[config.mk]
export PLATFORM = sky130hd
export DESIGN_NAME = kernel_altmemddr_0_multiport_arbiter
export DESIGN_NICKNAME = d
export VERILOG_FILES = /design/src/rtl/kernel_altmemddr_0_multiport_arbiter.sv
export SDC_FILE = /design/constraint.sdc
export NUM_CORES = 1
export LEC_CHECK = 0
export CORE_MARGIN = 1
export CORE_UTILIZATION = 36
export CTS_BUF_LIST = sky130_fd_sc_hd__clkbuf_16
export DETAILED_ROUTE_END_ITERATION = 10
export HOLD_SLACK_MARGIN = 0.05
export PLACE_DENSITY = 0.9
export REMOVE_ABC_BUFFERS = 1
export SLEW_MARGIN = 40
export SYNTH_ARGS = -nofsm -noshare
export SYNTH_HDL_FRONTEND = slang
export SYNTH_SLANG_ARGS = --single-unit
[constraint.sdc]
create_clock -name clk -period 4.3 [get_ports clk]
set_clock_uncertainty 0.05 [all_clocks]
set_input_delay 0.43 -clock clk [delete_from_list [all_inputs] [get_ports clk]]
set_output_delay 0.43 -clock clk [all_outputs]
set_load 0.01 [all_outputs]
[src/rtl/kernel_altmemddr_0_multiport_arbiter.sv]
// N-port round-robin front end for the DDR controller local interface.
// Write bursts lock the grant; an in-order tag FIFO steers read returns to their port.
module kernel_altmemddr_0_multiport_arbiter #(
  parameter int unsigned NUM_PORTS = 2,
  parameter int unsigned ADDR_W    = 25,
  parameter int unsigned DATA_W    = 32,
  parameter int unsigned BE_W      = 4,
  parameter int unsigned SIZE_W    = 3,
  parameter int unsigned TAG_DEPTH = 8
) (
  input  logic                           clk,
  input  logic                           reset,
  input  logic [NUM_PORTS*ADDR_W-1:0]    port_address,
  input  logic [NUM_PORTS-1:0]           port_read,
  input  logic [NUM_PORTS-1:0]           port_write,
  input  logic [NUM_PORTS-1:0]           port_burstbegin,
  input  logic [NUM_PORTS*SIZE_W-1:0]    port_size,
  input  logic [NUM_PORTS*DATA_W-1:0]    port_wdata,
  input  logic [NUM_PORTS*BE_W-1:0]      port_be,
  output logic [NUM_PORTS-1:0]           port_ready,
  output logic [DATA_W-1:0]              port_rdata,
  output logic [NUM_PORTS-1:0]           port_rdata_valid,
  output logic [ADDR_W-1:0]              local_address,
  output logic                           local_read_req,
  output logic                           local_write_req,
  output logic                           local_burstbegin,
  output logic [SIZE_W-1:0]              local_size,
  output logic [DATA_W-1:0]              local_wdata,
  output logic [BE_W-1:0]                local_be,
  input  logic                           local_ready,
  input  logic [DATA_W-1:0]              local_rdata,
  input  logic                           local_rdata_valid,
  input  logic                           local_init_done,
  output logic                           tag_overflow_err,
  output logic [$clog2(TAG_DEPTH):0]     outstanding_reads
);

  localparam int unsigned PID_W  = (NUM_PORTS > 1) ? $clog2(NUM_PORTS) : 1;
  localparam int unsigned TAG_AW = (TAG_DEPTH > 1) ? $clog2(TAG_DEPTH) : 1;
  localparam int unsigned CNT_W  = $clog2(TAG_DEPTH) + 1;

  typedef enum logic [0:0] {S_IDLE, S_WR_BURST} state_e;
  typedef struct packed {
    logic [PID_W-1:0]  pid;
    logic [SIZE_W-1:0] size;
  } tag_t;

  state_e             state_q;
  logic [PID_W-1:0]   rr_q, lock_q;
  logic [SIZE_W-1:0]  beats_q, rcnt_q;
  logic [TAG_AW-1:0]  wptr_q, rptr_q;
  logic [CNT_W-1:0]   cnt_q;
  logic               err_q;
  tag_t               tag_mem [TAG_DEPTH];

  logic [NUM_PORTS-1:0] req;
  logic [PID_W-1:0]     sel;
  logic                 found, grant, is_wr, acc, push, pop, ret_ok, last, full, empty;
  logic [SIZE_W-1:0]    size_sel;
  tag_t                 head;

  function automatic logic [PID_W-1:0] next_port(input logic [PID_W-1:0] p);
    return (p == PID_W'(NUM_PORTS - 1)) ? '0 : p + PID_W'(1);
  endfunction

  function automatic logic [TAG_AW-1:0] next_ptr(input logic [TAG_AW-1:0] p);
    return (p == TAG_AW'(TAG_DEPTH - 1)) ? '0 : p + TAG_AW'(1);
  endfunction

  assign full  = (cnt_q == CNT_W'(TAG_DEPTH));
  assign empty = (cnt_q == '0);
  assign req   = port_write | (port_read & {NUM_PORTS{~full}});

  // Round-robin search from rr_q, or the locked port during a write burst.
  always_comb begin : arb
    int unsigned idx;
    idx   = 0;
    sel   = rr_q;
    found = 1'b0;
    if (state_q == S_WR_BURST) begin
      sel   = lock_q;
      found = port_write[lock_q];
    end else begin
      for (int unsigned k = 0; k < NUM_PORTS; k++) begin
        idx = int'(rr_q) + k;
        if (idx >= NUM_PORTS) idx = idx - NUM_PORTS;
        if (!found && req[PID_W'(idx)]) begin
          found = 1'b1;
          sel   = PID_W'(idx);
        end
      end
    end
  end

  assign grant    = found & local_init_done & ~reset;
  assign is_wr    = port_write[sel];
  assign size_sel = port_size[sel*SIZE_W +: SIZE_W];
  assign acc      = grant & local_ready;
  assign push     = acc & ~is_wr;

  assign local_write_req  = grant & is_wr;
  assign local_read_req   = grant & ~is_wr;
  assign local_burstbegin = grant & port_burstbegin[sel] & (state_q == S_IDLE);
  assign local_address    = grant ? port_address[sel*ADDR_W +: ADDR_W] : '0;
  assign local_size       = grant ? size_sel : '0;
  assign local_wdata      = grant ? port_wdata[sel*DATA_W +: DATA_W] : '0;
  assign local_be         = grant ? port_be[sel*BE_W +: BE_W] : '0;
  assign port_ready       = grant ? (NUM_PORTS'(local_ready) << sel) : '0;

  // Return path: head tag owns incoming beats until its burst length is met.
  assign head             = tag_mem[rptr_q];
  assign ret_ok           = local_rdata_valid & ~empty & ~reset;
  assign last             = ({1'b0, rcnt_q} + (SIZE_W+1)'(1)) >= {1'b0, head.size};
  assign pop              = ret_ok & last;
  assign port_rdata       = local_rdata;
  assign port_rdata_valid = ret_ok ? (NUM_PORTS'(1) << head.pid) : '0;

  assign outstanding_reads = cnt_q;
  assign tag_overflow_err  = err_q;

  always_ff @(posedge clk) begin
    if (push) tag_mem[wptr_q] <= '{pid: sel, size: size_sel};
  end

  always_ff @(posedge clk) begin
    if (reset) begin
      state_q <= S_IDLE;
      rr_q    <= '0;
      lock_q  <= '0;
      beats_q <= '0;
      rcnt_q  <= '0;
      wptr_q  <= '0;
      rptr_q  <= '0;
      cnt_q   <= '0;
      err_q   <= 1'b0;
    end else begin
      case (state_q)
        S_IDLE: begin
          if (acc) begin
            if (is_wr && size_sel > SIZE_W'(1)) begin
              state_q <= S_WR_BURST;
              lock_q  <= sel;
              beats_q <= size_sel - SIZE_W'(1);
            end else begin
              rr_q <= next_port(sel);
            end
          end
        end
        S_WR_BURST: begin
          if (acc) begin
            beats_q <= beats_q - SIZE_W'(1);
            if (beats_q <= SIZE_W'(1)) begin
              state_q <= S_IDLE;
              rr_q    <= next_port(lock_q);
            end
          end
        end
        default: state_q <= S_IDLE;
      endcase
      if (push) wptr_q <= next_ptr(wptr_q);
      if (pop)  rptr_q <= next_ptr(rptr_q);
      if (push && !pop)      cnt_q <= cnt_q + CNT_W'(1);
      else if (pop && !push) cnt_q <= cnt_q - CNT_W'(1);
      if (ret_ok) rcnt_q <= pop ? '0 : rcnt_q + SIZE_W'(1);
      if (local_rdata_valid && empty) err_q <= 1'b1;
    end
  end

endmodule

After elaboration in Yosys (flattened, before gate mapping) --
Memories as Yosys holds them, arrays and structs flattened. A register that Yosys moved wholly into a read port is not among the register bits. Index checks and enable logic that the tools add are counted.
Operators by class: equality and inequality tests 8, reductions and logical operators 13, muxes and demuxes 52, bitwise gates (word level) 18, $lt $le $gt $ge 9, shift-type cells 6, add/sub/neg operators 13, multipliers 2
Operator list (number):
- $shiftx A64 B7 Y32 | 1
- $shiftx A50 B7 Y25 | 1
- $mux W1 | 33
- $mux W32 | 1
- $mux W3 | 9
- $mux W25 | 1
- $mux W4 | 3
- $and A1 B1 Y1 | 11
- $add A3 B1 Y3 const B | 3
- $lt A1 B2 Y1 const B | 4
- $shiftx A8 B4 Y4 | 1
- $eq A3 B3 Y1 const B | 2
- $mul A1 B5 Y6 const B | 1
- $ne A2 B1 Y1 const B | 3
- $pmux W3 S2 | 1
- $reduce_and A3 Y1 | 2
- $shiftx A6 B4 Y3 | 1
- $sub A3 B1 Y3 const B | 2
- $logic_and A1 B1 Y1 | 5
- $not A1 Y1 | 5
- $add A3 B1 Y4 const B | 1
- $add A4 B1 Y4 const B | 1
- $eq A4 B4 Y1 const B | 1
- $ge A4 B3 Y1 | 1
- other kinds (20) | 27
Storage, ports and cells: memories kept 1, memory bits (writable) 32, word-level logic and storage cells 131, register bits 20, input port bits 171
Memory list:
- tag_mem | words 8, width 4, read ports 1, clocked after Yosys merged registers in 1, write ports 1, line 54 | tag_t tag_mem [TAG_DEPTH];

Logic depth before layout (Yosys ltp) --
Gate-level depths: netlist of the first run.
depth after elaboration 20, depth in mapped cells 16

Worst setup path after synthesis of the first run --
OpenSTA, ideal clock, no wires.
path type flip-flop to flip-flop, start reg with a tool-made name, end reg cnt_q[3], in the netlist outstanding_reads[3], stages on the path, launching flop included 17, setup slack 367 ps, library setup time 70 ps, period minus slack after synthesis 3933 ps, arrival 3813 ps, required time 4180 ps, cell sequence dfxtp_1 clkbuf_1 mux4_2 mux2_2 ha_1 nand2b_1 a21oi_1 o21ai_0 nand2_1 ha_1 inv_1 ha_1 a21o_2 a21oi_1 xnor2_1 or3_1 a21oi_1
RTL lines:
- end signal: assignment | line 162 | if (push && !pop) cnt_q <= cnt_q + CNT_W'(1);
- end signal: assignment | line 163 | else if (pop && !push) cnt_q <= cnt_q - CNT_W'(1);
- end: declaration | line 52 | logic [CNT_W-1:0] cnt_q;

Final worst setup path of the first run --
start reg cnt_q[0], in the netlist outstanding_reads[0], end out local_wdata[31]
Between the ends: word-level cells in the longest chain between the ends 15, elaborated cells on any way between the ends 21
Ends and longest elaborated chain:
- $eq A4 B4 Y1 (*) | line 70 | assign full = (cnt_q == CNT_W'(TAG_DEPTH));
- $not A1 Y1 (*) | line 72 | assign req = port_write | (port_read & {NUM_PORTS{~full}});
- $and A2 B2 Y2 (*) | line 72
- $or A2 B2 Y2 (*) | line 72
- branches (longest 10 deep; another with $shiftx A64 B7 Y32)
- $mux W32 (*) | line 106 | assign local_wdata = grant ? port_wdata[sel*DATA_W +: DATA_W] : '0;
- end: declaration | line 28 | output logic [DATA_W-1:0] local_wdata,
Every way passes the cells marked *. The select of a mux whose other input is x is not followed.

==> results of run 1 <==
==> final cells by class <==
class | count | area (sq um)
clock buffer | 5 | 125
clock inverter | 3 | 18.8
fill | 924 | 4700
inverter | 10 | 38.8
multi-input combinational | 362 | 2230
sequential | 55 | 1420
tap | 140 | 175
timing repair buffer | 222 | 2230
==> worst min-delay path, stage by stage, from the launching register on <==
cell	delay, ns
dfxtp_1	0.33
a21oi_1	0.04
nor2_1	0.07
==> logic make-up (layout without fill, tap and decap cells) <==
| kind of cell | Yosys count | after routing | share of synthesized area, % |
|---|---|---|---|
| simple gates | 213 | 213 | 23.3 |
| compound gates | 108 | 108 | 17.6 |
| fa+ha+maj | 14 | 14 | 4.47 |
| buf+inv | 71 | 240 | 10.8 |
| mux | 23 | 23 | 8.24 |
| flops | 55 | 55 | 34.8 |
| xor+xnor | 4 | 4 | 0.858 |
==> Yosys cell counts (all sizes together), types with 4 or more instances <==
master,number,area (sq um)
nand2,135,509
nor2,30,113
mux4,8,180
a21oi,76,392
inv,9,33.8
clkbuf,10,37.5
mux2i,13,134
o21ai,7,42.5
nor3,8,40.0
buf,51,364
edfxtp,32,961
ha,13,163
dfxtp,23,460
nand2b,4,25.0
nand3b,4,30.0
nor3b,6,45.0
==> layout by cell type (no fill, tap or decap), types with 6 or more instances in the layout <==
master           instances
a21oi_1                 74
buf_4                    6
clkdlybuf4s50_1        214
dfxtp_1                 22
edfxtp_1                32
ha_1                    13
inv_1                    8
mux2i_1                 12
mux4_2                   8
nand2_1                133
nor2_1                  30
nor3_1                   8
nor3b_1                  6
==> power by group <==
| group | internal (mW) | switching, mW |
|---|---|---|
| sequential | 0.575 | 0.0164 |
| clock | 0.216 | 0.180 |
| combinational | 0.278 | 0.241 |
==> flip-flops by register name, indices dropped and copies added, names as in the netlist, named ones only <==
register,count
beats_q,3
lock_q,1
outstanding_reads,4
rcnt_q,3
rptr_q,3
rr_q,1
state_q,1
tag_mem,32
tag_overflow_err,1
wptr_q,3
==> metrics by stage <==
| step | setup slack (ns) | hold slack [ns] | instances | cell area (sq um) |
|---|---|---|---|---|
| global placement | 0.388 | 0.396 | 789 | 6090 |
| detailed placement | 0.243 | 0.405 | 789 | 6090 |
| floorplan | 0.516 | 0.416 | 427 | 3680 |
| CTS | 0.130 | 0.426 | 797 | 6230 |
| finish | 0.265 | 0.423 | 797 | 6240 |
| global route | 0.0525 | 0.445 | 797 | 6240 |
==> worst paths after layout <==
kind / startpoint / endpoint / slack, ns
worst min register to register: tag_overflow_err / tag_overflow_err / 0.42
worst min-delay path: tag_overflow_err / tag_overflow_err / 0.42
worst max register to register: flip-flop / outstanding_reads[3] / 0.39
worst max-delay path: outstanding_reads[0] / local_wdata[31] / 0.27
==> routing by layer <==
metal	part of all wire, %	vias up	track usage, %
met4	3.1	2	7.24
li1	-	2005	-
met2	48	234	38.0
met1	38	1998	28.0
met5	0.29	-	4.02
met3	10	31	9.89
==> metrics, run 1 <==
status finished, final reports clean; Worst Tran Pin Value 0.757 ns; Critical Path Stages 10; overall power 1.51 mW; cells after synthesis 488; DIE WIDTH 109 um; Post-DRT Antenna Nets 0; row cnt 38; worst min path class reg2reg; slowest stage cell, crit path or4b_4; EDFF count, synth 32; syn avg cell area 8.37 sq um; gr ovfl total 0; Worst EP required 3.82 ns; critical path type reg2out; drt drc 0; worst hold path depth 2; critical path capture point type output pin; I/O pin cnt 279; min Tclk post-route 4.03 ns; Synth-to-Final Area Change 52.7%; FFs w/ async S/R, synth 0%; CP dominant cell by count nand2_1; Worst-Skew Late Latency 0.29 ns; first-pass detailed-route iteration total 5; post-synthesis cell type count 67; final setup TNS 0 ns; post-CTS setup buffers 0; vias per cell 5.36; hold buffers post-CTS 0; drt initial violations 335; Post-Syn Area 4090 sq um; Max Cap Viol 0; Routed WL 14300 um; IO buf count 214; fin util 57.0%; CTS root buffer clkbuf_16; register area share after synthesis 34.8%; die height 109 um; All-Layer GR Usage 23.5%; initial antenna violation count 0; share of post-route cells with drive strength above 1 7.61%; CTS tree done; CTS resizes 0; period utilisation layout 93.8%; critical path arrival 3.55 ns; Critical path buffers and inverters 3; Synth Register Bits 55; RSZ-0062 raised after global routing no; VDD IR-drop max 227 uV; leakage power 2.28 nW; CP cell instances or4b_4, a21oi_4, nand2_1, a21o_4, and2_4, clkinv_2, buf_12, nand2_1, a21oi_2, clkdlybuf4s50_1; largest stage delay on the critical path 0.62 ns; Reg2Reg Depth 15; DP HPWL 11300 um; Slew Limit Fails 0; first-pass GRT wire length 21100 um; Pwr Density 241 nW/um^2; Vias 4270; core area 10900 sq um; RePlAce Congestion 0.853; Max Clock Freq 248 MHz; initial core utilization 37.4%; H-tree Lvls 2; Routed WL per cell 18.0 um; Ys Warns 0; CTS Buffer Depth 2; CTS sink cnt 55; Final Setup Violations 0; prevailing post-synth register cell edfxtp_1; total CTS buffers 5; final hold viol count 0; largest net degree at the start of global routing 65; critical path peak fanout 55; Reg clk slew, reported paths 0.07 ns; Worst slew margin 49.5%; startpoint type of the worst setup path flip-flop; vias in the first global route 4179; CP delay by family, top simple AND/OR/NAND/NOR gates; ANT cells 0; # nets final 841; Die ar. 11800 sq um
Note: power is estimated with default switching activity, not from simulation.
==> inputs of run 2 (changes only) <==
Settings changed: GPL_TIMING_DRIVEN set to 0.
==> run 2 against run 1 <==
Net effect: cell count shrank 0.75%; count of clock-buffer cells in the layout is 1 higher; power increased by 2.3%; combinational power barely moved; sequential power hardly changed; utilization down 0.16 points; first-iteration DRC count increased by 1.5%; sequential share of layout area is 0.064 points higher; non-clock buffer count is 7 lower; fmax shrank 1.0%; critical path depth shrank 1; critical path type unchanged; largest power group unchanged.
==> metrics, run 2 (synthesis results as in run 1) <==
most frequent cells in the layout clkdlybuf4s50_1, nand2_1, a21oi_1; Sw Ratio 28.9%; Pwr Density 248 nW/um^2; CTS tree done; CTS root buffer clkbuf_16; CTS sink cnt 55; metal3 WL 1480 um; critical path arrival 3.60 ns; Worst-Skew Late Latency 0.29 ns; Post-DRT Antenna Nets 0; Worst EP required 3.82 ns; ANT cells 0; Placed Area 6030 sq um; critical path capture point type output pin; initial core utilization 37.4%; final setup TNS 0 ns; Reg clk slew, reported paths 0.07 ns; die height 109 um; top routing layer in use met5; core area 10900 sq um; critical path peak fanout 71; critical path type reg2out; Final Instance Area 6220 sq um; vias in the first global route 4207; Routed WL 14400 um; clock share of power 28.0%; All-Layer GR Usage 23.1%; Int Pwr 1.10 mW; met1 wire length 5500 um; share of post-route cells with drive strength above 1 6.91%; initial antenna violation count 0; final hold viol count 0; min Tclk post-route 4.08 ns; first-pass GRT wire length 20900 um; DP HPWL 11000 um; period utilisation layout 94.8%; H-tree Lvls 2; Max Cap Viol 0; RePlAce Congestion 0.869; worst min path class reg2reg; Critical R2R Launch state_q; Slew Limit Fails 0; met2 wire len 7200 um; switching pwr 0.445 mW; row cnt 38; Worst Tran Pin Value 0.805 ns; Die ar. 11800 sq um; Synth-to-Final Area Change 52.3%; DIE WIDTH 109 um; RSZ-0062 raised after global routing no; VDD IR-drop max 295 uV; CTS Buffer Depth 2; Max Clock Freq 245 MHz; total CTS buffers 5; Worst slew margin 45.9%; IO buf count 214; startpoint type of the worst setup path flip-flop; Vias 4278; drt initial violations 340; first-pass detailed-route iteration total 5; drt drc 0; gr ovfl total 0; vias per cell 5.41; Final Setup Violations 0; status finished, final reports clean; Sequential Power Share 38.4%; HP Start tag_overflow_err; I/O pin cnt 279; Routed WL per cell 18.2 um; part of the power in combinational logic 33.6%; leakage power 2.27 nW; largest net degree at the start of global routing 72; most common cell after layout, fill and taps aside clkdlybuf4s50_1; max FFs per register 32; Top reg by flops tag_mem; post-CTS setup buffers 0; CP startpoint outstanding_reads[0]; # nets final 835
-- run 2: cell count changes in the layout (fill, tap and decap cells not counted), sizes merged --
cell and change:
clkdlybuf4s50 -1, clkbuf +1, inv -1, buf -6
and2 +1
-- run 2: layout make-up --
type                            count  area, sq um
Fill cell                         955         4720
Multi-Input combinational cell    363         2240
Timing Repair Buffer              215         2160
Sequential cell                    55         1420
Tap cell                          140          175
Clock buffer                        6          150
Inverter                           10         63.8
Clock inverter                      2         12.5
-- run 2: final timing paths --
check,cells after the start,slack (ns),endpoint
setup / recovery,9,0.22,local_wdata[19]
hold reg to reg,2,0.44,tag_overflow_err
hold / removal,2,0.44,tag_overflow_err
setup reg to reg,13,0.25,outstanding_reads[3]
-- run 2: critical path: stages (launching register included) --
cell and delay, ns:
dfxtp_1 0.40, or4b_4 0.61, a21oi_4 0.31, nand2_1 0.15, a21o_4 0.27, and2_4 0.32, clkinv_16 0.21, nand2_1 0.08
a21oi_1 0.31, clkdlybuf4s50_1 0.61
-- run 2: what timing repair did --
action | in CTS | in global routing
hold buffers | 0 | 0
gates resized for setup | 4 | 1
cloned | 0 | 1
endpoints found under the setup margin | 63 | 43
-- run 2: metal layers --
metal / vias up / track usage [%]
met5: - / 4.02
met3: 16 / 9.95
met4: 2 / 4.83
met1: 2023 / 27.2
li1: 1999 / -
met2: 238 / 38.5
-- run 2: power by group through the flow --
stage / logic [mW] / registers (mW) / clock network [mW]
global placement: 0.486 / 0.602 / 0
global route: 0.563 / 0.594 / 0.460
detailed placement: 0.504 / 0.604 / 0
finish: 0.517 / 0.592 / 0.431
floorplan: 0.226 / 0.600 / 0
CTS: 0.513 / 0.592 / 0.439
-- run 2: stage by stage --
step	std cells	util (%)	total power [mW]	setup WS (ns)	hold WS, ns
floorplan	427	-	0.826	0.516	0.416
global placement	781	54.9	1.09	-0.542	0.398
detailed placement	782	55.1	1.11	-0.388	0.426
CTS	790	56.9	1.54	0.0427	0.444
global route	791	56.9	1.62	0.0190	0.492
finish	791	56.9	1.54	0.224	0.439
